--- src/rtl/mul_sequencer.sv ---
// Control stage wrapping an iterative unsigned multiplier core: sign handling,
// start/done handshake, condition flags and even/odd register-pair writeback.
module mul_sequencer #(
  parameter int unsigned WIDTH = 32
) (
  input  logic                 clock,
  input  logic                 reset,
  input  logic                 req_valid,
  output logic                 req_ready,
  input  logic                 req_signed,
  input  logic [WIDTH-1:0]     req_a,
  input  logic [WIDTH-1:0]     req_b,
  input  logic [3:0]           req_reg,
  output logic                 mul_start,
  output logic [WIDTH-1:0]     mul_multiplier,
  output logic [WIDTH-1:0]     mul_multiplicand,
  input  logic [2*WIDTH-1:0]   mul_result,
  input  logic                 mul_done,
  output logic                 wb_valid,
  input  logic                 wb_ready,
  output logic [3:0]           wb_reg,
  output logic [WIDTH-1:0]     wb_data,
  output logic                 wb_last,
  output logic                 cc_zero,
  output logic                 cc_neg,
  output logic                 cc_ovf
);

  localparam int unsigned PW = 2 * WIDTH;

  typedef enum logic [2:0] {
    S_IDLE, S_LAUNCH, S_WAIT, S_FIX, S_WB_HI, S_WB_LO
  } state_t;

  state_t            state_q, state_d;
  logic [WIDTH-1:0]  mag_a_q, mag_a_d;
  logic [WIDTH-1:0]  mag_b_q, mag_b_d;
  logic              signed_q, signed_d;
  logic              neg_res_q, neg_res_d;
  logic [3:0]        reg_q, reg_d;
  logic [PW-1:0]     prod_q, prod_d;
  logic              zero_q, zero_d;
  logic              neg_q, neg_d;
  logic              ovf_q, ovf_d;
  logic              req_ready_q, req_ready_d;
  logic              mul_start_q, mul_start_d;
  logic              wb_valid_q, wb_valid_d;
  logic [3:0]        wb_reg_q, wb_reg_d;
  logic [WIDTH-1:0]  wb_data_q, wb_data_d;
  logic              wb_last_q, wb_last_d;
  logic [PW-1:0]     fixed_p;

  // Magnitude of a two's-complement word; the most negative value maps to itself
  // and is then treated as unsigned by the core.
  function automatic logic [WIDTH-1:0] magnitude(input logic [WIDTH-1:0] x);
    return x[WIDTH-1] ? ((~x) + WIDTH'(1)) : x;
  endfunction

  always_ff @(posedge clock or posedge reset) begin
    if (reset) begin
      state_q     <= S_IDLE;
      mag_a_q     <= '0;
      mag_b_q     <= '0;
      signed_q    <= 1'b0;
      neg_res_q   <= 1'b0;
      reg_q       <= '0;
      prod_q      <= '0;
      zero_q      <= 1'b0;
      neg_q       <= 1'b0;
      ovf_q       <= 1'b0;
      req_ready_q <= 1'b1;
      mul_start_q <= 1'b0;
      wb_valid_q  <= 1'b0;
      wb_reg_q    <= '0;
      wb_data_q   <= '0;
      wb_last_q   <= 1'b0;
    end else begin
      state_q     <= state_d;
      mag_a_q     <= mag_a_d;
      mag_b_q     <= mag_b_d;
      signed_q    <= signed_d;
      neg_res_q   <= neg_res_d;
      reg_q       <= reg_d;
      prod_q      <= prod_d;
      zero_q      <= zero_d;
      neg_q       <= neg_d;
      ovf_q       <= ovf_d;
      req_ready_q <= req_ready_d;
      mul_start_q <= mul_start_d;
      wb_valid_q  <= wb_valid_d;
      wb_reg_q    <= wb_reg_d;
      wb_data_q   <= wb_data_d;
      wb_last_q   <= wb_last_d;
    end
  end

  // Signed products are formed as magnitudes and negated back here.
  assign fixed_p = neg_res_q ? ((~prod_q) + PW'(1)) : prod_q;

  always_comb begin
    state_d   = state_q;
    mag_a_d   = mag_a_q;
    mag_b_d   = mag_b_q;
    signed_d  = signed_q;
    neg_res_d = neg_res_q;
    reg_d     = reg_q;
    prod_d    = prod_q;
    zero_d    = zero_q;
    neg_d     = neg_q;
    ovf_d     = ovf_q;

    case (state_q)
      S_IDLE: begin
        if (req_valid) begin
          mag_a_d   = req_signed ? magnitude(req_a) : req_a;
          mag_b_d   = req_signed ? magnitude(req_b) : req_b;
          signed_d  = req_signed;
          neg_res_d = req_signed & (req_a[WIDTH-1] ^ req_b[WIDTH-1]);
          reg_d     = req_reg;
          state_d   = S_LAUNCH;
        end
      end
      S_LAUNCH: begin
        if (!mul_done) state_d = S_WAIT;
      end
      S_WAIT: begin
        if (mul_done) begin
          prod_d  = mul_result;
          state_d = S_FIX;
        end
      end
      S_FIX: begin
        prod_d  = fixed_p;
        zero_d  = (fixed_p == '0);
        neg_d   = signed_q & fixed_p[PW-1];
        ovf_d   = signed_q ? (fixed_p[PW-1:WIDTH] != {WIDTH{fixed_p[WIDTH-1]}})
                           : (fixed_p[PW-1:WIDTH] != '0);
        state_d = reg_q[0] ? S_WB_LO : S_WB_HI;
      end
      S_WB_HI: begin
        if (wb_ready) state_d = S_WB_LO;
      end
      S_WB_LO: begin
        if (wb_ready) state_d = S_IDLE;
      end
      default: state_d = S_IDLE;
    endcase

    // Outputs are registered images of the state being entered.
    req_ready_d = (state_d == S_IDLE);
    mul_start_d = (state_d == S_LAUNCH);
    wb_valid_d  = (state_d == S_WB_HI) || (state_d == S_WB_LO);
    wb_last_d   = (state_d == S_WB_LO);
    wb_reg_d    = wb_reg_q;
    wb_data_d   = wb_data_q;
    if (state_d == S_WB_HI) begin
      wb_reg_d  = reg_d;
      wb_data_d = prod_d[PW-1:WIDTH];
    end else if (state_d == S_WB_LO) begin
      wb_reg_d  = reg_d | 4'd1;
      wb_data_d = prod_d[WIDTH-1:0];
    end
  end

  assign req_ready        = req_ready_q;
  assign mul_start        = mul_start_q;
  assign mul_multiplier   = mag_a_q;
  assign mul_multiplicand = mag_b_q;
  assign wb_valid         = wb_valid_q;
  assign wb_reg           = wb_reg_q;
  assign wb_data          = wb_data_q;
  assign wb_last          = wb_last_q;
  assign cc_zero          = zero_q;
  assign cc_neg           = neg_q;
  assign cc_ovf           = ovf_q;

endmodule

--- config.mk ---
export PLATFORM = sky130hd
export DESIGN_NAME = mul_sequencer
export DESIGN_NICKNAME = d
export VERILOG_FILES = /design/src/rtl/mul_sequencer.sv
export SDC_FILE = /design/constraint.sdc
export NUM_CORES = 1
export LEC_CHECK = 0
export ABC_AREA = 1
export BUFFER_PORTS_ARGS = -buffer_cell sky130_fd_sc_hd__buf_4
export CELL_PAD_IN_SITES_DETAIL_PLACEMENT = 0
export CELL_PAD_IN_SITES_GLOBAL_PLACEMENT = 1
export CORE_ASPECT_RATIO = 0.75
export CORE_UTILIZATION = 36
export CTS_BUF_LIST = sky130_fd_sc_hd__clkbuf_4
export DETAILED_ROUTE_END_ITERATION = 10
export PLACE_DENSITY = 0.76
export REMOVE_ABC_BUFFERS = 1
export SYNTH_ARGS = -nofsm -noshare
export SYNTH_HDL_FRONTEND = slang
export SYNTH_SLANG_ARGS = --single-unit
--- constraint.sdc ---
create_clock -name clock -period 5.8 [get_ports clock]
set_clock_uncertainty 0.1 [all_clocks]
set_input_delay 0.58 -clock clock [delete_from_list [all_inputs] [get_ports clock]]
set_output_delay 0.58 -clock clock [all_outputs]
set_load 0.02 [all_outputs]
==> metrics.md, run 1 <==
| Metric | Value |
|---|---|
| Outcome | finished, final reports clean |
| # rows | 57 |
| Share of layout cells above drive strength 1 | 0.169 |
| Critical path launch point type | flop |
| VDD IR max | 0.241 mV |
| Tightest Pin Transition | 1010 ps |
| Die height | between 150 and 200 um |
| Top delay family on crit path | buffers and inverters |
| Syn. warnings | 0 |
| Routed Antenna Nets | 0 |
| Sequential element share of the synthesized area | 0.377 |
| Maxcap violations | 0 |
| Post-CTS setup buffer count | 0 |
| CP endpoint kind | flop |
| DRC viols | 0 |
| DRT Pass-1 Iters | 5 |
| Final Hold Fails | 0 |
| Root buf cell | clkbuf_4 |
| Vias | 12,800 |
| Gr usage total | 0.286 |
| Most common cell after layout, fill and taps aside | nand2_1 |
| Min-delay worst type | in -> reg |
| RSZ-0062 raised after global routing | no |
| Clock tree buffer depth | 2 |
| Post-DP HPWL | about 36,000 um |
| Max reg flops | 64 |
| Nets | 2,119 |
| Fin. max-slew vios | 0 |
| Synth Cell Area | 11,900 um^2 |
| F_max | about 0.27 GHz |
| Syn Inst Count | 1,765 |
| Gr ovfl total | 0 |
| CTS tree | yes |
| Final critical-path share of the clock period | 0.630 |
| #FFs+latches synth | 180 |
| PD cells | 580 nW/um^2 |
| Horiz. Die Dim | 212 um |
| Die area | 33,900 um^2 |
| First-pass GRT wire length | around 73,000 um |
| Top reg by flops | prod_q |
| Hold WS | roughly 66 ps |
| CP Buf/Inv Count | 7 |
| Worst path arrival time | 4120 ps |
| Initial antenna violation count | 1 |
| Cell mode on critical path | inv_2 |
| Top FF cell, synth | dfrtp_1 |
| # IOs | 245 |
| Drt total wl | 47,900 um |
| Largest net degree at the start of global routing | about 120 |
| DR vias/cell | 5.24 |
| Routed len/inst | 19.7 um |
| TNS Setup | 0 ps |
| Worst slack at placement | around 2200 ps |
| Slowest cell on crit path | inv_2 |
| Worst-path maximum fanout | 33 |
| Most frequent cells in the layout | nand2_1, buf_4, nor2_1 |
| Number of port buffers | 244 |
| Number of synthesized flops with an enable pin | 0 |
| Worst setup margin | 2150 ps |
| Unique masters post-synth | 45 |
| Syn Area/Cell | slightly below 7 um^2 |
| Number of CTS-inserted buffers | 17 |
| CTS clk-pin slew, worst paths | between 150 and 200 ps |
| Crit path cell chain | inv_1 -> nor2_2 -> buf_4 -> inv_2 -> nor2_1 -> inv_2 -> a21oi_1 -> nor4_2 -> inv_1 -> nor2_1 -> buf_4 -> inv_2 -> o21ai_0 |
| Minimum clock period | ~3700 ps |
| Inst Count DP | 2,396 |
| Worst Path Required | 6270 ps |
| Vias in the first global route | 12,200 |
| Pleak | 7.15 nW |
| GPL Wtd Cong | between 0.9 and 1 |
| Post-synth ARST share | 1.00 |
| Core area | 32,500 um^2 |
| Clock latency on the worst-skew pair | 670 ps |
| Clock Sink Count | 180 |
| Max_slew headroom | 0.325 |
| Area Growth Syn to Fin | 21.4% |
| Critical Path Max Stage Delay | 660 ps |
| 1st-iter DRT viols | 1,068 |
| Fill cells | 3,491 |
| H-tree depth | 4 |
| Post-Layout Cell Count | 2,433 |
| Count of final setup violators | 0 |
| Fin util | 0.446 |
| Starting Density | 0.367 |
| Critical path class | reg -> reg |
==> cell usage after synthesis, drive strengths merged (14+ instances only) <==
library cell | instances | area (um^2)
a21oi | 66 | 330
a22oi | 31 | 233
buf | 22 | 104
clkbuf | 47 | 176
dfrtp | 179 | 4480
inv | 168 | 631
nand2 | 559 | 2120
nand3 | 88 | 440
nor2 | 265 | 1040
nor3 | 16 | 100
o211ai | 14 | 105
o21ai | 135 | 724
o221ai | 26 | 228
xor2 | 63 | 552
==> cells by family after synthesis <==
group,share of synthesized area
AND/OR/NAND/NOR,0.325
AO/OA/AOI/OAI,0.161
buffers and inverters,0.0766
flip-flops,0.377
XOR/XNOR,0.0550
adder cells (fa/ha/maj),0.00419
multiplexers,0.000838
==> cell type report <==
| cell class | count | area (um^2) | share of cell area |
|---|---|---|---|
| Antenna cell | 1 | 2.50 | 0.000173 |
| Clock buffer | 21 | 158 | 0.0109 |
| Clock inverter | 11 | 126 | 0.00871 |
| Inverter | 169 | 642 | 0.0443 |
| Multi-Input combinational cell | 1347 | 6540 | 0.451 |
| Sequential cell | 180 | 4510 | 0.311 |
| Tap cell | 442 | 553 | 0.0381 |
| Timing Repair Buffer | 262 | 1980 | 0.136 |
==> per-stage QoR <==
| stage | instance area [um^2] | power [mW] |
|---|---|---|
| final | 14500 | 8.41 |
| after global routing | 14500 | 9.03 |
| after CTS | 14500 | 8.36 |
| after detailed placement | 14200 | 7.55 |
| after global placement | 14200 | 7.53 |
| after floorplan | 11700 | 5.45 |
==> per-layer routing <==
metal  up-vias  share of wire  GRT usage
met3        54          0.089     0.0657
met5         -              0          0
met2       509           0.43      0.424
li1       6158              -          -
met4         0          0.017     0.0723
met1      6037           0.47      0.418
==> worst min-delay path: cells and delay by family <==
kind                   cells  cell delay (ps)
buffers and inverters      1               90
and+or+nand+nor            2              120
==> repair_timing <==
action | 4_1_cts | 5_1_grt
resized for setup | 0 | 0
hold endpoints to repair | 93 | 0
hold buffers | 4 | 0
==> power by group <==
group / internal (mW) / leakage, nW / switching (mW)
Clock: 0.278 / 0.152 / 0.507
Sequential: 1.84 / 2.25 / 0.520
Combinational: 1.66 / 4.75 / 3.61
==> path summary, 6_finish.rpt <==
check                                     start                               end  slack [ps]  cells past startpoint
min                                   req_b[31]  mul_multiplicand[31]$_DFFE_PP0P_          70                      3
min reg2reg                  reg_q[3]$_DFF_PP0_                reg_q[3]$_DFF_PP0_         400                      2
max                        state_q[1]$_DFF_PP0_           wb_data[18]$_DFFE_PP0P_        2150                     13
max in group asynchronous                 reset             neg_res_q$_DFFE_PP0P_        3910                      4
max reg2reg                state_q[1]$_DFF_PP0_           wb_data[18]$_DFFE_PP0P_        2150                     13
min in group asynchronous                 reset                wb_valid$_DFF_PP0_         480                      3
No activity file was read; power rests on OpenSTA's default activity.
==> run 2: changes to the inputs <==
--- a/config.mk
+++ b/config.mk
@@ -10,10 +10,10 @@
 export CELL_PAD_IN_SITES_DETAIL_PLACEMENT = 0
 export CELL_PAD_IN_SITES_GLOBAL_PLACEMENT = 1
 export CORE_ASPECT_RATIO = 0.75
-export CORE_UTILIZATION = 36
+export CORE_UTILIZATION = 40
 export CTS_BUF_LIST = sky130_fd_sc_hd__clkbuf_4
 export DETAILED_ROUTE_END_ITERATION = 10
-export PLACE_DENSITY = 0.76
+export PLACE_DENSITY = 0.8
 export REMOVE_ABC_BUFFERS = 1
 export SYNTH_ARGS = -nofsm -noshare
 export SYNTH_HDL_FRONTEND = slang
==> constraint.sdc (replaced) <==
create_clock -name clock -period 3.4 [get_ports clock]
set_clock_uncertainty 0.1 [all_clocks]
set_input_delay 0.34 -clock clock [delete_from_list [all_inputs] [get_ports clock]]
set_output_delay 0.34 -clock clock [all_outputs]
set_load 0.02 [all_outputs]
==> run 2 against run 1 <==
Effect of this change:
- power is 74% higher
- critical path type is now in -> reg
- clock-buffer cell count fell by 3
- routed wire length rose by 4.3%
- combinational power rose by 77%
- critical path depth is 6 higher
- sequential share of layout area decreased by 2.4 points
- sequential power up 70%
==> metrics.md, run 2 (synthesis gave the netlist of run 1 again) <==
| Metric | Value |
|---|---|
| Clk network pwr share | 0.092 (was 0.093) |
| CP Depth | 19 (was 13) |
| Met2 Usage GRT | 0.509 (was 0.424) |
| Fin. max-slew vios | 0 (unchanged) |
| GPL Wtd Cong | 1.02 (was 0.992) |
| Switching Power | 8.13 mW (was 4.63 mW) |
| Drt total wl | 50,000 um (was 47,900 um) |
| Count of final setup violators | 0 (unchanged) |
| Crit path cell chain | dlygate4sd3_1 -> buf_4 -> inv_1 -> ha_1 -> nand3_1 -> nor2_1 -> nand2_1 -> nor2_1 -> nand2_1 -> nor3_2 -> nand4_1 -> nand2_1 -> nand2_1 -> nor2_2 -> o21ai_0 -> nand2_1 -> dlygate4sd3_1 -> nand3_1 -> nand2_1 (was inv_1 -> nor2_2 -> buf_4 -> inv_2 -> nor2_1 -> inv_2 -> a21oi_1 -> nor4_2 -> inv_1 -> nor2_1 -> buf_4 -> inv_2 -> o21ai_0) |
| Outcome | finished, final reports clean (unchanged) |
| F_max | 0.325 GHz |
| Worst setup margin | 324 ps (was 2150 ps) |
| Met3 global-route usage | 0.0830 (was 0.0657) |
| Sequential power share | 0.273 (was 0.281) |
| Gr usage total | 0.330 (was 0.286) |
| Starting Density | 0.409 (was 0.367) |
| Worst R2R End | cc_ovf$_DFFE_PP0P_ (was wb_data[18]$_DFFE_PP0P_) |
| Share of layout cells above drive strength 1 | 0.164 (was 0.169) |
| Number of CTS-inserted buffers | 17 (unchanged) |
| R2r worst-path depth | 19 (was 13) |
| Routed len/inst | 19.9 um (was 19.7 um) |
| Inst Count DP | 2,357 (was 2,396) |
| 1st-iter DRT viols | 1,100 (was 1,068) |
| Largest net degree at the start of global routing | 115 (unchanged) |
| Max_slew headroom | 0.316 (was 0.325) |
| Vias in the first global route | 12,600 (was 12,200) |
| Clock latency on the worst-skew pair | 670 ps (about the same) |
| Clock Sink Count | 180 (unchanged) |
| Top delay family on crit path | simple AND/OR/NAND/NOR gates (was buffers and inverters) |
| Post-CTS setup buffer count | 0 (unchanged) |
| Pint | 6.55 mW (was 3.78 mW) |
| Vias | 13,200 (was 12,800) |
| Final critical-path share of the clock period | 0.905 |
| Worst setup path endpoint | mul_multiplier[28]$_DFFE_PP0P_ (was wb_data[18]$_DFFE_PP0P_) |
| Minimum clock period | 3080 ps |
| CTS tree | yes (unchanged) |
| Die area | 30,600 um^2 (was 33,900 um^2) |
| Gr ovfl total | 0 (unchanged) |
| GR Util met1 | 0.459 (was 0.418) |
| Clock tree buffer depth | 2 (unchanged) |
| DRC viols | 0 (unchanged) |
| CTS clk-pin slew, worst paths | 210 ps (was 160 ps) |
| Min-delay worst type | in -> reg (unchanged) |
| CP endpoint kind | flop (unchanged) |
| Post-DP HPWL | 37,000 um (was 35,600 um) |
| VDD IR max | 0.462 mV (was 0.241 mV) |
| # IOs | 245 (unchanged) |
| Routed Antenna Nets | 0 (unchanged) |
| Max reg flops | 64 (unchanged) |
| Area Growth Syn to Fin | 31.7% (was 21.4%) |
| Final Hold Fails | 0 (unchanged) |
| Root buf cell | clkbuf_4 (unchanged) |
| Tightest Pin Transition | 1030 ps (was 1010 ps) |
| DRT Pass-1 Iters | 5 (unchanged) |
| Worst Path Required | 3890 ps (was 6270 ps) |
| Critical path class | in -> reg (was reg -> reg) |
| DR vias/cell | 5.26 (was 5.24) |
| RSZ-0062 raised after global routing | no (unchanged) |
| CP Buf/Inv Count | 4 (was 7) |
| Crit path from | req_a[0] (was state_q[1]$_DFF_PP0_) |
| Number of port buffers | 244 (unchanged) |
| Sw Ratio | 0.554 (was 0.551) |
| Core area | 29,200 um^2 (was 32,500 um^2) |
| Most common cell after layout, fill and taps aside | nand2_1 (unchanged) |
| Top reg by flops | prod_q (unchanged) |
| Fin util | 0.539 (was 0.446) |
| H-tree depth | 4 (unchanged) |
| Fill cells | 2,942 (was 3,491) |
| Pleak | 7.69 nW (was 7.15 nW) |
| Nets | 2,246 (was 2,119) |
| RR Startpoint | prod_q[1]$_DFF_PP0_ (was state_q[1]$_DFF_PP0_) |
| Comb power frac | 0.635 (was 0.626) |
| # rows | 54 (was 57) |
| Layer with the highest usage | met2 (unchanged) |
| Die height | 152 um (was 160 um) |
| Critical Path Max Stage Delay | 540 ps (was 660 ps) |
| TNS Setup | 0 ps (unchanged) |
| Maxcap violations | 0 (unchanged) |
| Worst slack at placement | 420 ps (was 2230 ps) |
| Initial antenna violation count | 1 (unchanged) |
| R2R setup slack | 390 ps (was 2150 ps) |
| First-pass GRT wire length | 75,600 um (was 73,100 um) |
| Slowest cell on crit path | dlygate4sd3_1 (was inv_2) |
| FF/Latch Area | 4510 um^2 (unchanged) |
| Worst path arrival time | 3570 ps (was 4120 ps) |
| Multi-input logic area | 6540 um^2 (unchanged) |
| Horiz. Die Dim | 202 um (was 212 um) |
| Final Power | 14.7 mW (was 8.41 mW) |
| PD cells | 933 nW/um^2 (was 580 nW/um^2) |
| Critical path launch point type | primary input (was flop) |
| Post-Layout Cell Count | 2,510 (was 2,433) |
| Worst-path maximum fanout | 5 (was 33) |
| Most frequent cells in the layout | nand2_1, buf_4, nor2_1 (unchanged) |
| Cell mode on critical path | nand2_1 (was inv_2) |
-- run 2: cell types whose count changed in the layout (fill, tap and decap cells not counted), moves of 3 or more --
cell | before | now
clkinv_2 | 3 | 0
dlygate4sd3_1 | 4 | 120
clkbuf_4 | 21 | 18
buf_12 | 0 | 3
buf_4 | 258 | 266
-- run 2: worst min-delay path by stage --
stage / startpoint / to / slack (ps) / cells after the start
floorplan: reg_q[3]$_DFF_PP0_ / reg_q[3]$_DFF_PP0_ / 340 / 2
global placement: reg_q[1]$_DFF_PP0_ / reg_q[1]$_DFF_PP0_ / 360 / 2
detailed placement: reg_q[3]$_DFF_PP0_ / reg_q[3]$_DFF_PP0_ / 360 / 2
CTS: mul_result[20] / prod_q[20]$_DFF_PP0_ / 2 / 5
global route: mul_result[52] / prod_q[52]$_DFF_PP0_ / 10 / 5
finish: mul_result[33] / prod_q[33]$_DFF_PP0_ / 40 / 6
-- run 2: area by class of cell --
class / count / share of cell area
Clock inverter: 14 / 0.0103
Multi-Input combinational cell: 1347 / 0.415
Sequential cell: 180 / 0.286
Clock buffer: 18 / 0.00859
Tap cell: 392 / 0.0312
Timing Repair Buffer: 389 / 0.207
Antenna cell: 1 / 0.000159
Inverter: 169 / 0.0408
-- run 2: metrics by stage --
step	hold slack (ps)	instance area [um^2]
floorplan	344	11700
global placement	360	14200
detailed placement	361	14200
CTS	1.78	15700
global route	14.3	15700
finish	40.9	15700
-- run 2: repair_timing --
action | in CTS | in global routing
resized for setup | 0 | 1
hold buffers | 120 | 0
setup endpoints to repair | 0 | 1
endpoints found under the hold margin | 201 | 0
-- run 2: power groups by stage --
| stage | Clock (mW) | Sequential, mW | Combinational [mW] |
|---|---|---|---|
| 2_1_floorplan | 0 | 4.55 | 4.75 |
| 3_3_place_gp | 0 | 4.01 | 9.08 |
| 3_5_place_dp | 0 | 4.00 | 9.08 |
| 4_1_cts | 1.38 | 3.98 | 9.21 |
| 5_1_grt | 1.44 | 4.14 | 10.2 |
| 6_report | 1.35 | 4.01 | 9.32 |
-- run 2: worst reg2reg max path: cells and delay by family, from the launching register on --
| family | cells | cell delay [ps] |
|---|---|---|
| and+or+nand+nor | 14 | 1440 |
| buffers and inverters | 3 | 210 |
| DFF | 1 | 460 |
| adders and majority gates | 1 | 230 |
| AOI/OAI and AO/OA | 1 | 520 |
-- run 2: metal layers --
layer	part of all wire	vias up
met1	0.46	6216
li1	-	6421
met5	0	-
met3	0.083	46
met2	0.44	510
met4	0.020	0
==> run 3: changes to the inputs <==
--- a/config.mk
+++ b/config.mk
@@ -9,7 +9,6 @@
 export BUFFER_PORTS_ARGS = -buffer_cell sky130_fd_sc_hd__buf_4
 export CELL_PAD_IN_SITES_DETAIL_PLACEMENT = 0
 export CELL_PAD_IN_SITES_GLOBAL_PLACEMENT = 1
-export CORE_ASPECT_RATIO = 0.75
 export CORE_UTILIZATION = 40
 export CTS_BUF_LIST = sky130_fd_sc_hd__clkbuf_4
 export DETAILED_ROUTE_END_ITERATION = 10
==> run 3 against run 2 <==
Effect of this change:
- combinational power fell by 1%
- first-iteration DRC count fell by 13%
- final cell count barely moved
- critical path depth did not move
- global-route usage fell by 0.79 points
- clock power fell by 4%
- critical path type unchanged
- largest cell class unchanged
==> metrics.md, run 3 (synthesis gave the netlist of run 1 again) <==
| Metric | Value |
|---|---|
| Top reg by flops | prod_q (unchanged) |
| Area Growth Syn to Fin | 32.7% (was 31.7%) |
| TNS Setup | 0 ps (unchanged) |
| Critical path launch point type | primary input (unchanged) |
| DRC viols | 0 (unchanged) |
| Clock latency on the worst-skew pair | 660 ps (was 670 ps) |
| Min-delay worst type | in -> reg (unchanged) |
| R2R setup slack | 290 ps (was 390 ps) |
| 1st-iter DRT viols | 961 (was 1,100) |
| Drt total wl | 48,800 um (was 50,000 um) |
| Largest net degree at the start of global routing | 115 (unchanged) |
| Horiz. Die Dim | 175 um (was 202 um) |
| Gr ovfl total | 0 (unchanged) |
| Count of final setup violators | 0 (unchanged) |
| Starting Density | 0.412 (was 0.409) |
| Vias in the first global route | 12,900 (was 12,600) |
| GPL Wtd Cong | 0.980 (was 1.02) |
| Outcome | finished, final reports clean (unchanged) |
| Gr usage total | 0.322 (was 0.330) |
| # rows | 62 (was 54) |
| Worst R2R End | cc_ovf$_DFFE_PP0P_ (unchanged) |
| RSZ-0062 raised after global routing | yes (was no) |
| Vias | 13,100 (was 13,200) |
| H-tree depth | 4 (unchanged) |
| Fin. max-slew vios | 0 (unchanged) |
| Maxcap violations | 0 (unchanged) |
| RR Startpoint | prod_q[18]$_DFF_PP0_ (was prod_q[1]$_DFF_PP0_) |
| Tightest Pin Transition | 1040 ps (was 1030 ps) |
| Worst setup path endpoint | mul_multiplier[28]$_DFFE_PP0P_ (unchanged) |
| F_max | 0.303 GHz (was 0.325 GHz) |
| Routed Antenna Nets | 0 (unchanged) |
| Crit path from | req_a[2] (was req_a[0]) |
| Worst hold stages | 3 (was 6) |
| HP Start | mul_result[59] (was mul_result[33]) |
| Worst-path maximum fanout | 3 (was 5) |
| First-pass GRT wire length | 74,600 um (was 75,600 um) |
| Final Hold Fails | 0 (unchanged) |
| R2r worst-path depth | 16 (was 19) |
| Fin util | 0.546 (was 0.539) |
| # IOs | 245 (unchanged) |
| Number of port buffers | 244 (unchanged) |
| Critical path class | in -> reg (unchanged) |
| DR vias/cell | 5.22 (was 5.26) |
| Max_slew headroom | 0.308 (was 0.316) |
| Routed len/inst | 19.4 um (was 19.9 um) |
| Minimum clock period | 3300 ps (was 3080 ps) |
| VDD IR max | 0.420 mV (was 0.462 mV) |
| Share of layout cells above drive strength 1 | 0.168 (was 0.164) |
| PD cells | 916 nW/um^2 (was 933 nW/um^2) |
| Initial antenna violation count | 1 (unchanged) |
| Number of CTS-inserted buffers | 17 (unchanged) |
| CTS tree | yes (unchanged) |
| CP endpoint kind | flop (unchanged) |
| DRT Pass-1 Iters | 5 (unchanged) |
| Clock Sink Count | 180 (unchanged) |
| Die area | 30,600 um^2 (about the same) |
| Post-DP HPWL | 36,100 um (was 37,000 um) |
| Fill cells | 2,937 (was 2,942) |
| Die height | 175 um (was 152 um) |
| Most common cell after layout, fill and taps aside | nand2_1 (unchanged) |
| Worst Path Required | 3920 ps (was 3890 ps) |
| Clock tree buffer depth | 2 (unchanged) |
| Most frequent cells in the layout | nand2_1, buf_4, nor2_1 (unchanged) |
| Final critical-path share of the clock period | 0.969 (was 0.905) |
| CTS clk-pin slew, worst paths | 190 ps (was 210 ps) |
| Core area | 29,000 um^2 (was 29,200 um^2) |
| Worst path arrival time | 3820 ps (was 3570 ps) |
| Root buf cell | clkbuf_4 (unchanged) |
| Pleak | 7.71 nW (was 7.69 nW) |
| Max reg flops | 64 (unchanged) |
| Nets | 2,253 (was 2,246) |
==> run 3: cell types whose count changed in the layout (fill, tap and decap cells not counted), moves of 2 or more <==
cell,delta
nor2_1,-2
nand2_2,+3
nor3_1,-3
nand2_1,-3
dlygate4sd3_1,+8
nor2_4,+3
nor3_4,+2
==> run 3: critical path: stages <==
cell and delay, ps:
dlygate4sd3_1 530, buf_4 130, inv_1 130, nand3_4 110
nor2_4 120, nand2_1 90, nor2_1 100, nand2_1 110
nor3_4 210, nand4_1 180, nand2_2 110, nand2_2 100
nor2_4 130, o21ai_0 100, nand2_1 80, dlygate4sd3_1 550
nand3_1 60, dlygate4sd3_1 560, nand2_1 60
==> run 3: worst min path at each step <==
stage | endpoint | slack [ps]
6_report | prod_q[59]$_DFF_PP0_ | 30
3_5_place_dp | reg_q[3]$_DFF_PP0_ | 360
5_1_grt | prod_q[59]$_DFF_PP0_ | 20
4_1_cts | prod_q[43]$_DFF_PP0_ | 1
2_1_floorplan | reg_q[3]$_DFF_PP0_ | 340
3_3_place_gp | reg_q[3]$_DFF_PP0_ | 360
==> run 3: power by group <==
group | total [mW] | switching (mW) | leakage, nW | internal, mW
Combinational | 9.22 | 6.23 | 5.31 | 2.99
Sequential | 4.00 | 0.860 | 2.25 | 3.14
Clock | 1.30 | 0.898 | 0.149 | 0.405
==> run 3: metal layers <==
layer | track usage | vias to the layer above | routed length (um)
li1 | - | 6441 | -
met1 | 0.408 | 6131 | 21100
met2 | 0.535 | 464 | 22800
met3 | 0.0707 | 69 | 3320
met4 | 0.120 | 0 | 1610
met5 | 0 | - | 0
==> run 3: layout make-up <==
type                            count  area (um^2)  share of cell area
Clock inverter                     13          143             0.00900
Clock buffer                       19          143             0.00900
Timing Repair Buffer              395         3310               0.209
Multi-Input combinational cell   1347         6610               0.417
Timing Repair inverter              1         5.00            0.000316
Sequential cell                   180         4510               0.284
Inverter                          169          646              0.0407
Antenna cell                        1         2.50            0.000158
Tap cell                          384          480              0.0303
==> run 3: timing repair <==
item,in CTS,in global routing
gates resized for setup,0,17
setup endpoints to repair,0,3
hold buffers,128,0
setup buffers,0,2
hold endpoints to repair,213,0
==> run 3: through the flow <==
| stage | total power [mW] | cells | hold WS, ps | cell area (um^2) | worst slack (ps) |
|---|---|---|---|---|---|
| floorplan | 9.30 | 1696 | 344 | 11700 | -1930 |
| finish | 14.5 | 2509 | 34.9 | 15800 | 104 |
| global placement | 13.0 | 2345 | 362 | 14200 | 252 |
| CTS | 14.5 | 2505 | 1.24 | 15700 | 28.1 |
| detailed placement | 13.0 | 2345 | 361 | 14200 | 338 |
| global route | 15.6 | 2509 | 23.4 | 15800 | -132 |
